<file path="config.mk">
export PLATFORM = sky130hd
export DESIGN_NAME = serial_adder
export DESIGN_NICKNAME = d
export VERILOG_FILES = /design/src/rtl/serial_adder.sv
export SDC_FILE = /design/constraint.sdc
export NUM_CORES = 1
export LEC_CHECK = 0
export BUFFER_PORTS_ARGS = -buffer_cell sky130_fd_sc_hd__buf_4
export CAP_MARGIN = 0
export CORE_UTILIZATION = 58
export DETAILED_ROUTE_END_ITERATION = 8
export PLACE_DENSITY = 0.87
export SYNTH_ARGS = -nofsm -noshare
export SYNTH_HDL_FRONTEND = slang
export SYNTH_SLANG_ARGS = --single-unit
</file>
<file path="constraint.sdc">
create_clock -name clk -period 3.55 [get_ports clk]
set_input_delay 0.71 -clock clk [delete_from_list [all_inputs] [get_ports clk]]
set_output_delay 0.71 -clock clk [all_outputs]
set_load 0.1 [all_outputs]
</file>
<file path="src/rtl/serial_adder.sv">
// Bit-serial N-bit adder: LSB-first through one full-adder cell with a registered carry.
// Operands in and results out each go over a valid/ready handshake; one operation in flight.
module serial_adder #(
    parameter int unsigned WIDTH = 8,
    parameter int unsigned CNT_W = $clog2(WIDTH + 1)
) (
    input  logic             clk,
    input  logic             rst,
    input  logic             in_valid,
    output logic             in_ready,
    input  logic [WIDTH-1:0] a,
    input  logic [WIDTH-1:0] b,
    input  logic             cin,
    output logic             out_valid,
    input  logic             out_ready,
    output logic [WIDTH-1:0] sum,
    output logic             cout,
    output logic             ovf
);

    localparam int unsigned SH_W = WIDTH - 1;

    typedef enum logic [1:0] {
        ST_IDLE = 2'd0,
        ST_RUN  = 2'd1,
        ST_DONE = 2'd2
    } state_t;

    state_t            r_state;
    state_t            w_state_nxt;
    logic              r_in_ready;
    logic              r_out_valid;
    logic              w_in_ready_nxt;
    logic              w_out_valid_nxt;

    logic [WIDTH-1:0]  r_sh_a;
    logic [WIDTH-1:0]  r_sh_b;
    logic [SH_W-1:0]   r_sh_s;
    logic              r_carry;
    logic [CNT_W-1:0]  r_cnt;
    logic [WIDTH-1:0]  r_sum;
    logic              r_cout;
    logic              r_ovf;

    logic              w_accept;
    logic              w_out_hs;
    logic              w_last;
    logic              w_bit_s;
    logic              w_bit_c;
    logic [WIDTH-1:0]  w_sum_cat;

    assign w_accept  = in_valid & r_in_ready & (r_state == ST_IDLE);
    assign w_out_hs  = r_out_valid & out_ready;
    assign w_last    = (r_state == ST_RUN) && (r_cnt == CNT_W'(WIDTH - 1));

    // Single full-adder cell on the current LSBs.
    assign w_bit_s   = r_sh_a[0] ^ r_sh_b[0] ^ r_carry;
    assign w_bit_c   = (r_sh_a[0] & r_sh_b[0]) | (r_sh_a[0] & r_carry) | (r_sh_b[0] & r_carry);
    // New bit enters at the MSB; on the last edge this is the complete sum.
    assign w_sum_cat = {w_bit_s, r_sh_s};

    // State register; handshake flags are registered alongside it.
    always_ff @(posedge clk) begin
        if (rst) begin
            r_state     <= ST_IDLE;
            r_in_ready  <= 1'b1;
            r_out_valid <= 1'b0;
        end else begin
            r_state     <= w_state_nxt;
            r_in_ready  <= w_in_ready_nxt;
            r_out_valid <= w_out_valid_nxt;
        end
    end

    // Next-state logic; any unknown encoding falls back to IDLE.
    always_comb begin
        w_state_nxt = r_state;
        case (r_state)
            ST_IDLE: if (w_accept) w_state_nxt = ST_RUN;
            ST_RUN:  if (w_last)   w_state_nxt = ST_DONE;
            ST_DONE: if (w_out_hs) w_state_nxt = ST_IDLE;
            default: w_state_nxt = ST_IDLE;
        endcase
    end

    // Output decode from the upcoming state so the flags are valid in that state.
    always_comb begin
        w_in_ready_nxt  = 1'b0;
        w_out_valid_nxt = 1'b0;
        case (w_state_nxt)
            ST_IDLE: w_in_ready_nxt  = 1'b1;
            ST_DONE: w_out_valid_nxt = 1'b1;
            default: ;
        endcase
    end

    // Serial datapath: operand shifters, carry, bit counter and result registers.
    always_ff @(posedge clk) begin
        if (rst) begin
            r_sh_a  <= '0;
            r_sh_b  <= '0;
            r_sh_s  <= '0;
            r_carry <= 1'b0;
            r_cnt   <= '0;
            r_sum   <= '0;
            r_cout  <= 1'b0;
            r_ovf   <= 1'b0;
        end else begin
            case (r_state)
                ST_IDLE: begin
                    if (w_accept) begin
                        r_sh_a  <= a;
                        r_sh_b  <= b;
                        r_carry <= cin;
                        r_sh_s  <= '0;
                        r_cnt   <= '0;
                    end
                end
                ST_RUN: begin
                    r_sh_a  <= r_sh_a >> 1;
                    r_sh_b  <= r_sh_b >> 1;
                    r_sh_s  <= w_sum_cat[WIDTH-1:1];
                    r_carry <= w_bit_c;
                    if (w_last) begin
                        r_cnt  <= '0;
                        r_sum  <= w_sum_cat;
                        r_cout <= w_bit_c;
                        r_ovf  <= r_carry ^ w_bit_c;
                    end else begin
                        r_cnt  <= r_cnt + CNT_W'(1);
                    end
                end
                default: ;
            endcase
        end
    end

    assign in_ready  = r_in_ready;
    assign out_valid = r_out_valid;
    assign sum       = r_sum;
    assign cout      = r_cout;
    assign ovf       = r_ovf;

endmodule

</file>
After elaboration in Yosys (flattened, before gate mapping)
Index checks and enable logic that the tools add are counted.
- add/sub/neg operators: 1
- multiply operators: 0
- div/mod/pow operators: 0
- order comparisons: 0
- equal/unequal tests: 5
- shift operators: 0
- mux-type cells: 17
- bitwise logic cells: 11
- reductions and logical operators: 6
- operators with widths (operator ; number):
    $pmux W8 S2 ; 2
    $mux W8 ; 2
    $pmux W7 S2 ; 1
    $mux W4 ; 2
    $pmux W4 S2 ; 1
    $mux W7 ; 1
    $and A1 B1 Y1 ; 6
    $mux W2 ; 3
    $pmux W2 S3 ; 1
    $add A4 B1 Y4 const B ; 1
    $eq A2 B2 Y1 const B ; 2
    $eq A4 B3 Y1 const B ; 1
    $logic_not A2 Y1 ; 2
    $reduce_and A2 Y1 ; 2
    $mux W1 ; 3
    $xor A1 B1 Y1 ; 3
    $eq A2 B1 Y1 const B ; 1
    $ne A2 B2 Y1 const B ; 1
    $or A1 B1 Y1 ; 2
    $pmux W1 S2 ; 1
    $reduce_bool A2 Y1 ; 1
    $logic_and A1 B1 Y1 ; 1
- register bits after elaboration: 42
- latch bits: 0
- bits in writable memories: 0
- memory bits (read-only): 0
- input port bits: 21
- output and inout bits: 12
- memories: 0

Longest topological paths before layout
- depth in word-level cells: 6
- depth in mapped cells: 5
- gate-level depth less buffers: 4

Least setup slack after synthesis
OpenSTA, ideal clock, no wires.
- path kind: reg-to-reg
- start point: register r_in_ready (netlist: in_ready)
- end point: register r_carry
- arrival: 1878 ps
- setup slack: 1584 ps
- cell stages (with the launch flop): 6
- buffers on the path: 2
- path through: dfxtp_1 -> nor4bb_1 -> buf_4 -> buf_6 -> nor3_1 -> a311oi_2
- word-level cells in the longest chain between the ends: 4
- ends and longest elaborated chain (what ; RTL line ; RTL):
    start: declaration ; 31 ; logic r_in_ready;
    start signal: assignment ; 70 ; r_in_ready <= w_in_ready_nxt;
    $and A1 B1 Y1 (2 in a row) ; 52 ; assign w_accept = in_valid & r_in_ready & (r_state == ST_IDLE);
    $ne A2 B2 Y1 (no line) ; -- ;
    $reduce_and A2 Y1 (no line) ; -- ;
    end signal: assignment ; 114 ; r_carry <= cin;
    end signal: assignment ; 123 ; r_carry <= w_bit_c;
    end: declaration ; 39 ; logic r_carry;
No other way between the ends.
A chain may end at the register's enable or synchronous reset.

Final worst setup path
- start point: register r_state[1]
- end point: register r_sh_a[6]
- word-level cells in the longest chain between the ends: 4
- ends and longest elaborated chain (what ; RTL line ; RTL):
    start: declaration ; 29 ; state_t r_state;
    start signal: assignment ; 69 ; r_state <= w_state_nxt;
    $logic_not A2 Y1 ; 52, 109 ;
    $and A1 B1 Y1 ; 52 ;
    $ne A2 B2 Y1 (no line) ; -- ;
    $reduce_and A2 Y1 (no line) ; -- ;
    end signal: assignment ; 120 ; r_sh_a <= r_sh_a >> 1;
    end: declaration ; 36 ; logic [WIDTH-1:0] r_sh_a;
Several ways; a longest one is shown, not always the timed one.

==> impl_metrics.yaml <==
critical_path:
  cp_cell_sequence: "nand2b_1 -> nand2_1 -> a311oi_1"
  critical_path_arrival_ns: 2.37
  rrSetupSlack_ns: 1.45
  endpoint_kind: "register"
  critPathMaxStageDelay_ns: 0.61
  worst-path-buf-inv: 0
  ff2ff_path_depth: 3
  reg2reg_from: "r_state[1]"
  cp.required_ns: 3.82
  crit_fanout: 19
  critPathTopFamily: "simple AND/OR/NAND/NOR gates"
  critPathKind: "reg2reg"
  r2r-end: "r_sh_a[6]"
  crit_path_top_delay_cell: "nand2_1"
  critPathLaunchType: "register"
final_layout:
  mostFrequentLayoutCells: "nand2_1, dfxtp_1, buf_4, a21oi_1, nand3_1"
  areaGrowthSynthToFinish_pct: 14.1
  n_antenna_cell: 0
  layout.cells.non_filler: 262
  regArea_sq_um: 841
  layout-drive-gt1-share_pct: 22.5
  final_common_cell: "nand2_1"
  finalNetCount: 255
  fill_cells: 228
  multi_input_comb_area_sq_um: 866
  fin_area_sq_um: 2060
min_path:
  hold_depth: 2
  hold_end: "sum[0]"
  holdCritStartpoint: "r_sh_s[0]"
  hp-class: "reg2reg"
drt:
  drtPass1Iterations: 5
  wire_per_inst_um: 13.8
  drtIter0Drc: 103
  drc: 0
  num_vias: 1576
  drt-total-wl_um: 3630
  vias_per_cell: 6.02
  postRouteAntennaNets: 0
timing:
  worstMarginPinSlew_ns: 0.745
  slew_violations: 0
  final_hold_viol_count: 0
  setup_violations: 0
  fin_crit_sh_pct: 59.0
  max_freq_mhz: 477
  rsz0062_at_grt: "false"
  relSlewSlack_pct: 49.6
  fin_setup_tns_ns: 0
  fin_crit_ns: 2.10
  fin_skew_ns: 0.0138
floorplan:
  rows: 19
  start_util_pct: 63.3
  die_w_um: 57.8
  pin_count: 33
  die_h_um: 57.8
  core_sq_um: 2850
  die-area_sq_um: 3340
global_routing:
  grt_max_degree: 51
  grt_first_pass_wirelength_um: 6440
  overflow: 0
  track_usage_pct: 25.5
  grt_pass1_vias: 1475
  antenna_found_initial: 0
power:
  p_int_uw: 658
  ir_drop_mv: 0.325
  power.leakage_uw: 0.000753
  power_frac_comb_pct: 18.3
  powerDensity_nw_per_um2: 451
  swShare_pct: 29.1
  p_switching_uw: 270
  seqPwrFrac_pct: 56.3
  power_frac_clock_pct: 25.4
clock_network:
  clk_latency_ns: 0.36
  clockBufferDepth: 2
  clock_sinks: 42
  post_cts_buffers: 0
  htreeDepth: 2
  cts_root_buf: "clkbuf_4"
  post_cts_resized: 0
  cts_hold_buf: 0
  cts.clk_slew.worst_paths_ns: 0.11
  cts_tree: "done"
  cts_buffers: 5
placement:
  placed_cells: 256
  dp_hpwl_um: 2330
  place_area_sq_um: 2010
  io_buffers: 32
  gp_congestion: 0.729
status:
  outcome: "finished clean"
synth:
  synthCells: 210
  syn_area_per_cell_sq_um: 8.60
  synthesis.nets: 233
  netlist_area_sq_um: 1810
  synth_cell_type_count: 29
  ys_warn_count: 0
  synth_seq_cells: 42
  synth-seq-area-share_pct: 46.6
flow_run:
  maxCapViolations: 0
power groups by stage:
stage / sequential (uW) / combinational (uW) / clock [uW]
after CTS: 522 / 171 / 233
after floorplan: 536 / 132 / 0
after global routing: 527 / 189 / 262
after detailed placement: 533 / 170 / 0
after global placement: 532 / 167 / 0
final: 522 / 170 / 236
registers in the layout, summed over array words and instances, names as in the netlist, 2 cells and up:
signal,cells
r_sh_a,8
r_sh_b,8
sum,8
r_sh_s,7
r_cnt,4
r_state,2
cells in the mapped netlist:
master	n	area (sq um)
nand2b_1	1	6.26
nand3_1	23	115
clkbuf_1	5	18.8
a31o_2	1	8.76
a211oi_1	1	7.51
buf_4	4	30.0
or3_1	1	6.26
nor4bb_1	1	10.0
xnor2_1	1	8.76
nand3b_1	2	15.0
buf_6	1	11.3
nor2_1	1	3.75
nand4bb_2	1	16.3
nand2_1	43	161
buf_2	8	40.0
dfxtp_1	42	841
o21a_1	1	7.51
ha_1	1	12.5
a311oi_1	9	78.8
a21oi_1	25	125
o21ai_0	9	45.0
nor2b_1	1	6.26
a311oi_2	7	105
or4_1	1	7.51
nor3_1	15	75.1
and3b_1	1	8.76
buf_1	2	7.51
fa_1	1	20.0
a31oi_1	1	6.26
cell families (layout without fill, tap and decap cells):
group	count (synthesis)	after routing	share of synthesized area (%)
and+or+nand+nor	91	91	23.9
xor gates and xnor gates	1	1	0.485
AOI/OAI and AO/OA	54	54	21.3
adders and majority gates	2	2	1.80
DFF	42	42	46.6
buffers and inverters	20	41	5.96
metrics by stage:
step	utilization, %	hold slack [ns]	worst slack (ns)	power (uW)
floorplan	-	0.444	1.58	668
global placement	70.4	0.456	1.46	699
detailed placement	70.4	0.466	1.41	703
CTS	72.2	0.482	1.45	926
global route	72.2	0.507	1.18	978
finish	72.2	0.478	1.45	928
cell type report:
type                            count  area share [%]
Tap cell                           31            1.88
Timing Repair Buffer               35            12.8
Multi-Input combinational cell    148            42.0
Clock buffer                        6            2.49
Sequential cell                    42            40.8
worst min-delay path, delay by kind of cell (launching register included):
family / cells / cell delay (ns)
flip-flops: 1 / 0.33
AO/OA/AOI/OAI: 1 / 0.05
AND/OR/NAND/NOR: 1 / 0.06
worst max path at each step:
stage	from	endpoint	slack, ns	depth (start not counted)
final	r_state[1]	r_sh_a[6]	1.45	3
after CTS	r_state[1]	r_sh_a[6]	1.45	3
after floorplan	in_ready	r_carry	1.58	5
after global placement	in_valid	r_sh_b[4]	1.46	4
after detailed placement	in_valid	r_sh_b[5]	1.41	4
after global routing	r_state[1]	r_sh_a[6]	1.18	3
per-layer routing:
| metal | up-vias | track usage (%) | part of all wire, % |
|---|---|---|---|
| li1 | 799 | - | - |
| met1 | 728 | 31.2 | 45 |
| met2 | 40 | 41.5 | 48 |
| met3 | 9 | 8.48 | 5.7 |
| met4 | 0 | 10.5 | 1.9 |
| met5 | - | 0 | 0 |
No activity file was read; power rests on OpenSTA's default activity.
